<file path="src/rtl/neuron_pkg.sv">
// Shared types and defaults for the single-neuron MAC stage.
package neuron_pkg;

  typedef enum logic [1:0] {
    IDLE  = 2'd0,
    ACCUM = 2'd1,
    SCALE = 2'd2,
    OUT   = 2'd3
  } state_t;

  localparam int unsigned N_IN_DEF  = 4;
  localparam int unsigned ACC_W_DEF = 20;
  localparam int unsigned SHIFT_DEF = 4;
  localparam int unsigned OUT_MAX   = 255;

endpackage

</file>
<file path="src/rtl/neuron_relu_sat.sv">
// Scale the accumulated sum, apply ReLU and saturate to an unsigned byte.
module neuron_relu_sat
  import neuron_pkg::*;
#(
  parameter int unsigned ACC_W = ACC_W_DEF,
  parameter int unsigned SHIFT = SHIFT_DEF
) (
  input  logic signed [ACC_W-1:0] acc,
  output logic        [7:0]       res_c
);

  logic signed [ACC_W-1:0] s;

  // Negative sums clamp to 0; any set bit above bit 7 of a positive sum saturates.
  always_comb begin
    s = acc >>> SHIFT;
    if (s[ACC_W-1]) begin
      res_c = '0;
    end else if (|s[ACC_W-2:8]) begin
      res_c = 8'(OUT_MAX);
    end else begin
      res_c = s[7:0];
    end
  end

endmodule

</file>
<file path="src/rtl/neuron_mac_seq.sv">
// Sequential single-neuron MAC: streams N_IN activations against stored weights,
// then scales, rectifies and presents one unsigned byte downstream.
module neuron_mac_seq
  import neuron_pkg::*;
#(
  parameter int unsigned N_IN  = N_IN_DEF,
  parameter int unsigned ACC_W = ACC_W_DEF,
  parameter int unsigned SHIFT = SHIFT_DEF
) (
  input  logic       clk,
  input  logic       rst_n,
  input  logic       ena,
  input  logic       w_load,
  input  logic [7:0] w_data,
  input  logic       in_valid,
  output logic       in_ready,
  input  logic [7:0] in_data,
  output logic       out_valid,
  input  logic       out_ready,
  output logic [7:0] out_data,
  output logic       busy
);

  localparam int unsigned IDX_W  = $clog2(N_IN);
  localparam int unsigned PROD_W = 16;

  state_t                   state_q, state_d;
  logic signed [ACC_W-1:0]  acc_q, acc_d;
  logic        [IDX_W-1:0]  idx_q, idx_d;
  logic        [IDX_W-1:0]  wptr_q, wptr_d;
  logic signed [7:0]        w_q [N_IN];
  logic signed [7:0]        w_d [N_IN];
  logic                     out_valid_d;
  logic        [7:0]        out_data_d;

  logic        [IDX_W-1:0]  idx_sel;
  logic signed [7:0]        w_sel;
  logic signed [PROD_W-1:0] prod;
  logic signed [ACC_W-1:0]  prod_ext;
  logic        [7:0]        relu_c;

  // Handshake-facing status decoded straight from the state register.
  assign in_ready = (state_q == IDLE) || (state_q == ACCUM);
  assign busy     = (state_q != IDLE);

  // Signed 8x8 product; the first beat of an evaluation always pairs with w[0].
  always_comb begin
    idx_sel  = (state_q == IDLE) ? '0 : idx_q;
    w_sel    = w_q[idx_sel];
    prod     = PROD_W'($signed(in_data)) * PROD_W'(w_sel);
    prod_ext = {{(ACC_W-PROD_W){prod[PROD_W-1]}}, prod};
  end

  neuron_relu_sat #(
    .ACC_W (ACC_W),
    .SHIFT (SHIFT)
  ) u_relu_sat (
    .acc   (acc_q),
    .res_c (relu_c)
  );

  // Next-state and datapath updates; everything holds while ena is low.
  always_comb begin
    state_d     = state_q;
    acc_d       = acc_q;
    idx_d       = idx_q;
    wptr_d      = wptr_q;
    w_d         = w_q;
    out_valid_d = out_valid;
    out_data_d  = out_data;

    if (ena) begin
      unique case (state_q)
        IDLE: begin
          if (w_load) begin
            w_d[wptr_q] = w_data;
            wptr_d      = (wptr_q == IDX_W'(N_IN-1)) ? '0 : wptr_q + IDX_W'(1);
          end
          if (in_valid) begin
            acc_d   = prod_ext;
            idx_d   = IDX_W'(1);
            state_d = ACCUM;
          end
        end
        ACCUM: begin
          if (in_valid) begin
            acc_d = acc_q + prod_ext;
            if (idx_q == IDX_W'(N_IN-1)) begin
              idx_d   = '0;
              state_d = SCALE;
            end else begin
              idx_d = idx_q + IDX_W'(1);
            end
          end
        end
        SCALE: begin
          out_data_d  = relu_c;
          out_valid_d = 1'b1;
          state_d     = OUT;
        end
        OUT: begin
          if (out_ready) begin
            out_valid_d = 1'b0;
            state_d     = IDLE;
          end
        end
        default: state_d = IDLE;
      endcase
    end
  end

  // State, weight and output registers.
  always_ff @(posedge clk or negedge rst_n) begin
    if (!rst_n) begin
      state_q   <= IDLE;
      acc_q     <= '0;
      idx_q     <= '0;
      wptr_q    <= '0;
      for (int i = 0; i < int'(N_IN); i++) begin
        w_q[i] <= '0;
      end
      out_valid <= 1'b0;
      out_data  <= '0;
    end else begin
      state_q   <= state_d;
      acc_q     <= acc_d;
      idx_q     <= idx_d;
      wptr_q    <= wptr_d;
      w_q       <= w_d;
      out_valid <= out_valid_d;
      out_data  <= out_data_d;
    end
  end

endmodule

</file>
<file path="config.mk">
export PLATFORM = sky130hd
export DESIGN_NAME = neuron_mac_seq
export DESIGN_NICKNAME = d
export VERILOG_FILES = /design/src/rtl/neuron_pkg.sv /design/src/rtl/neuron_relu_sat.sv /design/src/rtl/neuron_mac_seq.sv
export SDC_FILE = /design/constraint.sdc
export NUM_CORES = 1
export LEC_CHECK = 0
export ABC_AREA = 1
export BUFFER_PORTS_ARGS = -buffer_cell sky130_fd_sc_hd__buf_2
export CAP_MARGIN = 20
export CELL_PAD_IN_SITES_DETAIL_PLACEMENT = 2
export CELL_PAD_IN_SITES_GLOBAL_PLACEMENT = 2
export CORE_MARGIN = 4
export CORE_UTILIZATION = 40
export CTS_CLUSTER_SIZE = 25
export DETAILED_ROUTE_END_ITERATION = 8
export GPL_TIMING_DRIVEN = 0
export PLACE_DENSITY_LB_ADDON = 0.1
export REMOVE_ABC_BUFFERS = 1
export SYNTH_ARGS = -nofsm -noshare
export SYNTH_HDL_FRONTEND = slang
export SYNTH_SLANG_ARGS = --single-unit
</file>
<file path="constraint.sdc">
create_clock -name clk -period 15.7 [get_ports clk]
set_clock_uncertainty 0.1 [all_clocks]
set_input_delay 3.14 -clock clk [delete_from_list [all_inputs] [get_ports clk]]
set_output_delay 3.14 -clock clk [all_outputs]
set_load 0.05 [all_outputs]
</file>
* Word level (Yosys, flattened, before mapping)
Cells that the tools add are included.
** Cells by class
- Mux-type cells :: 23
- $lt $le $gt $ge :: 3
- Reductions and logical operators :: 12
- Add/sub/neg operators :: 3
- Bitwise operators :: 2
- Equal/unequal tests :: 9
- $mul :: 1
** Operators with widths (count)
- 20-bit two-way mux :: 2
- 8-bit two-way mux :: 5
- 20-bit case mux with 2 select lines :: 1
- 32-bit bitwise mux :: 1
- 20-bit by 16-bit adder with 20-bit output :: 1
- 8-bit binary-select mux with 2-bit select :: 1
- 8-bit demux with 2-bit select :: 1
- 8-bit by 8-bit multiplier with 16-bit output :: 1
- 2-bit two-way mux :: 8
- 2-bit equality test (second input constant) :: 4
- 2-bit case mux with 4 select lines :: 1
- 8-bit OR reduction :: 1
- 3-bit greater-or-equal comparator (second input constant) :: 2
- 2-bit != test (second input constant) :: 3
- 2-bit inverter with 3-bit output :: 2
- 3-bit AND reduction :: 2
- 2-bit nonzero test :: 3
- 5-bit AND reduction :: 1
- 2-bit by 1-bit adder with 2-bit output (second input constant) :: 2
- 2-bit case mux with 2 select lines :: 1
- 4-bit AND reduction :: 1
- 3-bit by 1-bit < comparator with 1-bit output (second input constant) :: 1
- 2-bit by 1-bit equality test with 1-bit output (second input constant) :: 1
- 2-bit logical NOT :: 1
- 6 further kinds :: 6
** Storage, ports and cells
- Input bits :: 22
- Output and inout bits :: 11
- Bits in registers :: 67
- Logic and storage cells :: 63

* Depth between registers and ports, before layout
Gate-level depths: netlist of the first run.
- Depth after elaboration :: 10
- Mapped depth :: 39

* Cells and area by module
From an unflattened synthesis of the first run, not the netlist that was laid out.
** Second synthesis, totals
- Cells, all modules :: 941
- Area total of the unflattened synthesis :: 6941.7 um2
** Modules (own cells, without submodules)
- neuron_mac_seq :: times used 1, area an instance 6824.0 um2, cells an instance 917, seq. area each 1676.6 um2
- neuron_relu_sat :: times used 1, area an instance 117.6 um2, cells an instance 24, seq. area each 0.0 um2

* Worst setup path before layout of the first run
Ideal clock, no wire load.
- Path type :: input-to-reg
- From :: input port in_data[7]
- To :: register acc_q[19]
- Setup time :: 0.117 ns
- Arrival :: 7.879 ns
- Stages :: 29
- Setup slack :: 7.603 ns
- Buffers on the path :: 0
- Cells stage by stage :: inv_1 -> nor2_1 -> fa_1 -> inv_1 -> fa_1 -> inv_1 -> fa_1 -> inv_1 -> fa_1 -> inv_1 -> ha_1 -> nand2_1 -> or2_0 -> nand3_1 -> nand3_1 -> nand3_1 -> nand2_1 -> ha_1 -> nand2_1 -> nor2_1 -> nand2_1 -> nor2_1 -> nand2_1 -> nand3_1 -> nand2_1 -> nand3_1 -> nand2_1 -> nand3_1 -> nand2_1
** Between the ends
- Longest elaborated chain between the ends :: 4
- Elaborated cells on any way between the ends :: 5
- Classes of those cells :: 1 x add/sub; 1 x mul; 3 x mux
** Ends and longest elaborated chain
- start: declaration :: line neuron_mac_seq.sv:17 : input logic [7:0] in_data,
- 8-bit by 8-bit multiplier with 16-bit output (*) :: line neuron_mac_seq.sv:50 : prod = PROD_W'($signed(in_data)) * PROD_W'(w_sel);
- 20-bit by 16-bit adder with 20-bit output :: line neuron_mac_seq.sv:87 : acc_d = acc_q + prod_ext;
- 20-bit two-way mux :: line neuron_mac_seq.sv:86 : if (in_valid) begin
- 20-bit case mux with 2 select lines (*) :: line neuron_mac_seq.sv:73 : unique case (state_q)
- end signal: assignment :: line neuron_mac_seq.sv:116 : acc_q <= '0;
- end signal: assignment :: line neuron_mac_seq.sv:126 : acc_q <= acc_d;
- end: declaration :: line neuron_mac_seq.sv:28 : logic signed [ACC_W-1:0] acc_q, acc_d;
Mark *: on every way between the ends. The rest lies on a longest branch, timed or not. The select of a mux whose other input is x is not followed.
A chain may end at the register's enable or synchronous reset.

* Worst setup path in the final report of the first run
Ends and elaborated chain as after synthesis.

==> results of run 1 <==
state kept, by name, summed over array words and instances, names as in the netlist:
name       count
idx_q          2
state_q        2
w_q           32
out_valid      1
out_data       8
acc_q         20
wptr_q         2
logic make-up after synthesis:
kind of cell / count (synthesis) / share of synthesized area (%)
and+or+nand+nor: 433 / 26.04
xor gates and xnor gates: 14 / 1.786
AOI/OAI and AO/OA: 127 / 10.02
DFF: 67 / 24.42
adders and majority gates: 116 / 27.26
buffers and inverters: 184 / 10.48
worst max-delay path: cells and delay by family:
kind / cells / cell delay, ns
buffers and inverters: 6 / 0.67
adder cells (fa/ha/maj): 6 / 3.04
AND/OR/NAND/NOR: 18 / 2.05
routing by layer:
layer  wire length [um]  track usage, %
met4                526           7.467
met5                  0               0
met3                562           3.448
met2              11680           44.90
met1               9161           27.04
worst max-delay path by stage:
stage / from / end / slack [ns]
final: in_data[7] / acc_q[19]$_DFFE_PN0P_ / 6.89
after detailed placement: in_data[7] / acc_q[19]$_DFFE_PN0P_ / 6.57
after global routing: in_data[7] / acc_q[19]$_DFFE_PN0P_ / 6.42
after global placement: in_data[7] / acc_q[17]$_DFFE_PN0P_ / 6.83
after floorplan: in_data[7] / acc_q[19]$_DFFE_PN0P_ / 7.59
after CTS: in_data[7] / acc_q[19]$_DFFE_PN0P_ / 6.85
metrics by stage:
step / instances / hold slack [ns]
after floorplan: 929 / 0.3533
final: 1198 / 0.3808
after detailed placement: 1181 / 0.3739
after CTS: 1197 / 0.3877
after global placement: 1181 / 0.3628
after global routing: 1198 / 0.4181
cell type report:
| cell class | count | area (sq um) |
|---|---|---|
| Fill cell | 2038 | 9133 |
| Multi-Input combinational cell | 690 | 4471 |
| Sequential cell | 67 | 1677 |
| Clock buffer | 9 | 225.2 |
| Tap cell | 220 | 275.3 |
| Inverter | 172 | 650.6 |
| Timing Repair Buffer | 33 | 187.7 |
| Clock inverter | 7 | 82.58 |
synthesized netlist by cell type:
cell type | instances | share of area, %
nand2_1 | 245 | 13
nor2_1 | 112 | 6.1
a32o_2 | 1 | 0.16
nand2_2 | 2 | 0.18
o31ai_1 | 1 | 0.11
o21ai_1 | 1 | 0.073
buf_6 | 1 | 0.16
nor4_1 | 2 | 0.18
fa_1 | 56 | 16
xor2_1 | 8 | 1.0
o21ai_0 | 61 | 4.4
clkbuf_1 | 2 | 0.11
a21o_1 | 3 | 0.33
or2_0 | 1 | 0.091
clkinv_1 | 1 | 0.055
nor3_4 | 1 | 0.24
nand3_1 | 50 | 3.6
nor2_4 | 4 | 0.66
nor3_1 | 1 | 0.073
o211ai_1 | 2 | 0.22
inv_1 | 167 | 9.1
o22a_1 | 1 | 0.13
o21bai_1 | 4 | 0.44
buf_2 | 7 | 0.51
ha_1 | 60 | 11
o221ai_1 | 1 | 0.13
inv_4 | 2 | 0.18
a21oi_2 | 1 | 0.13
a21oi_1 | 47 | 3.4
a31oi_1 | 2 | 0.18
or2_2 | 2 | 0.18
a32o_1 | 1 | 0.15
nand4_1 | 8 | 0.73
nand3b_1 | 5 | 0.55
buf_4 | 2 | 0.22
inv_2 | 2 | 0.11
dfrtp_1 | 67 | 24
a21boi_0 | 1 | 0.11
xnor2_1 | 6 | 0.77
placed cells by master, fill, tap and decap left out, drive strengths merged:
cell	count
o211ai	2
buf	32
xor2	8
o21ai	62
nor3	2
clkinv	2
nor2	116
bufinv	1
clkinvlp	2
nand3	50
or2	3
nand2	247
nand3b	5
nor4	2
dfrtp	67
inv	174
nand4	8
o31ai	1
o22a	1
clkbuf	10
fa	56
a21o	3
o221ai	1
a31oi	2
xnor2	6
a21boi	1
ha	60
a32o	2
o21bai	4
a21oi	48
==> flow_summary.toml, run 1 <==
[logic_synthesis]
synthDistinctLibCells = 39
syn_area_per_cell_sq_um = 7.297
syn_inst = 941
netlist_area_sq_mm = 0.006867
synth-warning-count = 0
synth_seq_area_share_pct = 24.42
yosys_register_bits = 67

[routing]
routed_wl_mm = 21.93
routed-via-count = 6304
post_drt_wl_per_cell_um = 18.31
first_pass_iters = 4
route.detailed.drc = 0
ant_nets = 0
vias_per_cell = 5.262
drt_iter0_drc = 174

[sta]
tns_ns = 0
rsz0062_at_grt = "false"
timing.final.crit_share_pct = 56.14
slew_headroom_pct = 34.05
finalSetupViolations = 0
setup_ws_ns = 6.887
hold_viol_final = 0
fmax_ghz = 0.1135
tightest_slew_ns = 0.9860
drv_slew = 0
period_needed_ns = 8.813

[setup_path]
path_class = "in2reg"
slowest_stage = "fa_1"
r2r_start = "state_q[0]$_DFFE_PN0P_"
r2r_end = "acc_q[19]$_DFFE_PN0P_"
endpoint_kind = "register"
cp.arrival_ns = 8.94
crit_fanout = 7
cpPeakStageDelay_ns = 0.64
regToRegSetupSlack_ns = 7.98
critPathLaunchType = "primary input"
worstPathRequired_ns = 15.83
r2r_cells = 35
cpMostUsedCell = "nand2_1"

[floorplan]
start_util_pct = 41.11
dieWidth_um = 139.0
ios = 33
die_h_um = 139.0
num_rows = 47
dieArea_sq_mm = 0.01933
core_area_sq_mm = 0.01670

[global_routing]
track_usage_pct = 23.59
antenna_found_initial = 0
grt_first_pass_wirelength_mm = 36.96
grt_pass1_vias = 7394
grt_overflow = 0
grt_max_degree = 68

[cts]
cts.sinks = 67
cts_buffers = 9
path_clk_slew_ns = 0.06
cts_resized = 0
clockBufferDepth = 2
cts_setup_buffers = 0
worstSkewPairLatency_ns = 0.35
cts_tree = "done"
cts-root-buf = "clkbuf_16"
holdBufCountCts = 0
cts_max_level = 3

[placed_design]
dp_slack_ns = 6.573
io_buffers = 32
dpl-instance-area_sq_mm = 0.007236
dp.final_hpwl_mm = 17.58
gp_congestion = 0.8661

[hold_path]
worstHoldPathCells = 2
hold_path_class = "reg2reg"
min-delay-start = "out_data[2]$_DFFE_PN0P_"
worstHoldEndpoint = "out_data[2]$_DFFE_PN0P_"

[layout]
n_antenna_cell = 0
drive_gt1_share_pct = 6.544
area_delta_synth_final_pct = 10.22
post-route-util_pct = 45.32
stdcell_area_sq_mm = 0.007569
nNetsFinal = 1111

[outcome]
status = "finished, final reports clean"

[job]
maxCapViolCount = 0
Power of run 1 is left out: the tool's default activity adds up to more than one toggle a clock period on the data nets, which glitch-free logic cannot reach.
==> run 2, diff against run 1 <==
--- a/config.mk
+++ b/config.mk
@@ -11,7 +11,7 @@
 export CELL_PAD_IN_SITES_DETAIL_PLACEMENT = 2
 export CELL_PAD_IN_SITES_GLOBAL_PLACEMENT = 2
 export CORE_MARGIN = 4
-export CORE_UTILIZATION = 40
+export CORE_UTILIZATION = 33
 export CTS_CLUSTER_SIZE = 25
 export DETAILED_ROUTE_END_ITERATION = 8
 export GPL_TIMING_DRIVEN = 0
==> constraint.sdc (replaced) <==
create_clock -name clk -period 7.6 [get_ports clk]
set_clock_uncertainty 0.1 [all_clocks]
set_input_delay 1.52 -clock clk [delete_from_list [all_inputs] [get_ports clk]]
set_output_delay 1.52 -clock clk [all_outputs]
set_load 0.05 [all_outputs]
==> run 2 against run 1 <==
  * Largest cell class unchanged
  * Final area rose by 2.1%
  * Critical path type is now reg2reg
  * Worst hold slack got worse by 0.0014 ns
  * Sequential share of layout area fell by 0.46 points
  * Core utilization fell by 7.4 points
  * Sequential cell count did not move
  * Setup slack got worse by 6.3 ns
==> flow_summary.toml, run 2 (synthesized netlist as in run 1, its figures left out) <==
[placed_design]
placed_cells = 1232
gp_congestion = 0.7885
io_buffers = 32
dp.final_hpwl_mm = 16.37

[routing]
ant_nets = 0
post_drt_wl_per_cell_um = 16.00
first_pass_iters = 4
route.detailed.drc = 0
drt_iter0_drc = 187
routed-via-count = 6107
routed_wl_mm = 20.04
vias_per_cell = 4.878

[sta]
drv_slew = 0
tightest_slew_ns = 1.090
finalSetupViolations = 0
fmax_ghz = 0.1430
period_needed_ns = 6.991
whs_ns = 0.3794
slew_headroom_pct = 27.07
timing.final.crit_share_pct = 91.98
rsz0062_at_grt = "false"
hold_viol_final = 0

[layout]
drive_gt1_share_pct = 7.434
multi_input_area_sq_mm = 0.004493
layout_commonest_cell = "nand2_1"
n_antenna_cell = 0
regMostFlops = "w_q"
area_delta_synth_final_pct = 12.57
nFillCells = 2399
nNetsFinal = 1115
fin_cells = 1252
largest_register_ff_count = 32
reg_top3 = "w_q x32, acc_q x20, out_data x8"
post-route-util_pct = 37.96
final_cell_mix = "242 x nand2_1, 167 x inv_1, 111 x nor2_1"
area.sequential_sq_mm = 0.001677

[job]
maxCapViolCount = 0

[cts]
cts_max_level = 3
cts-root-buf = "clkbuf_16"
cts.sinks = 67
worstSkewPairLatency_ns = 0.35
cts_buffers = 9
clockBufferDepth = 2
cts_tree = "done"
holdBufCountCts = 0
path_clk_slew_ns = 0.06

[setup_path]
cpPeakStageDelay_ns = 0.55
critPathLaunchType = "register"
cpMostUsedCell = "nand2_1"
endpoint_kind = "register"
cp.arrival_ns = 7.15
crit_fanout = 11
path_class = "reg2reg"
worstPathRequired_ns = 7.76
slowest_stage = "fa_1"

[floorplan]
dieArea_sq_mm = 0.02318
core_area_sq_mm = 0.02036
die_h_um = 152.3
num_rows = 52
ios = 33
dieWidth_um = 152.3
start_util_pct = 33.72

[global_routing]
grt_max_degree = 50
grt_pass1_vias = 6970
track_usage_pct = 18.18
grt_overflow = 0
grt_first_pass_wirelength_mm = 34.93
antenna_found_initial = 0

[hold_path]
hold_path_class = "reg2reg"

[outcome]
status = "finished, final reports clean"
## run 2: changes by cell type in the layout (fill, tap and decap cells not counted), sizes merged
cell      previous run  this run
clkbuf              10         9
inv                174       175
buf                 32        37
bufinv               1         2
clkinvlp             2         0
## run 2: routing by layer
layer	GRT usage, %	part of all wire [%]
met5	0	0
met4	3.767	1.2
met3	2.300	2.0
met2	32.96	50
met1	23.26	47
## run 2: per-stage QoR
stage,area [sq um],TNS [ns],worst slack [ns]
final,7730,0,0.6093
after global placement,7296,0,0.08303
after global routing,7730,0,0.03902
after floorplan,6798,0,1.114
after CTS,7680,0,0.1828
after detailed placement,7326,-0.1791,-0.06539
## run 2: timing repair
item,CTS,global route
resized for setup,0,6
setup endpoints to repair,3,6
buffers inserted,3,0
pin swaps,1,0
## run 2: worst paths after layout
path | start | end | slack [ns] | cells after the start
max | state_q[0]$_DFFE_PN0P_ | acc_q[17]$_DFFE_PN0P_ | 0.61 | 34
min | out_data[0]$_DFFE_PN0P_ | out_data[0]$_DFFE_PN0P_ | 0.38 | 2
max reg2reg | state_q[0]$_DFFE_PN0P_ | acc_q[17]$_DFFE_PN0P_ | 0.61 | 34
min reg2reg | out_data[0]$_DFFE_PN0P_ | out_data[0]$_DFFE_PN0P_ | 0.38 | 2
max in group asynchronous | rst_n | acc_q[9]$_DFFE_PN0P_ | 5.91 | 2
min in group asynchronous | rst_n | out_data[0]$_DFFE_PN0P_ | 0.95 | 1
## run 2: layout make-up
class,count,area share [%]
Multi-Input combinational cell,690,58.13
Tap cell,270,4.370
Clock inverter,7,1.376
Clock buffer,9,2.914
Timing Repair Buffer,37,3.108
Sequential cell,67,21.69
Inverter,172,8.417
## run 2: worst max-delay path: cells and delay by family, from the launching register on
| family | cells | cell delay, ns |
|---|---|---|
| fa+ha+maj | 7 | 3.10 |
| compound gates | 2 | 0.40 |
| simple gates | 18 | 2.17 |
| flops | 1 | 0.38 |
| buf+inv | 7 | 0.72 |
Power of run 2 is left out for the same reason.
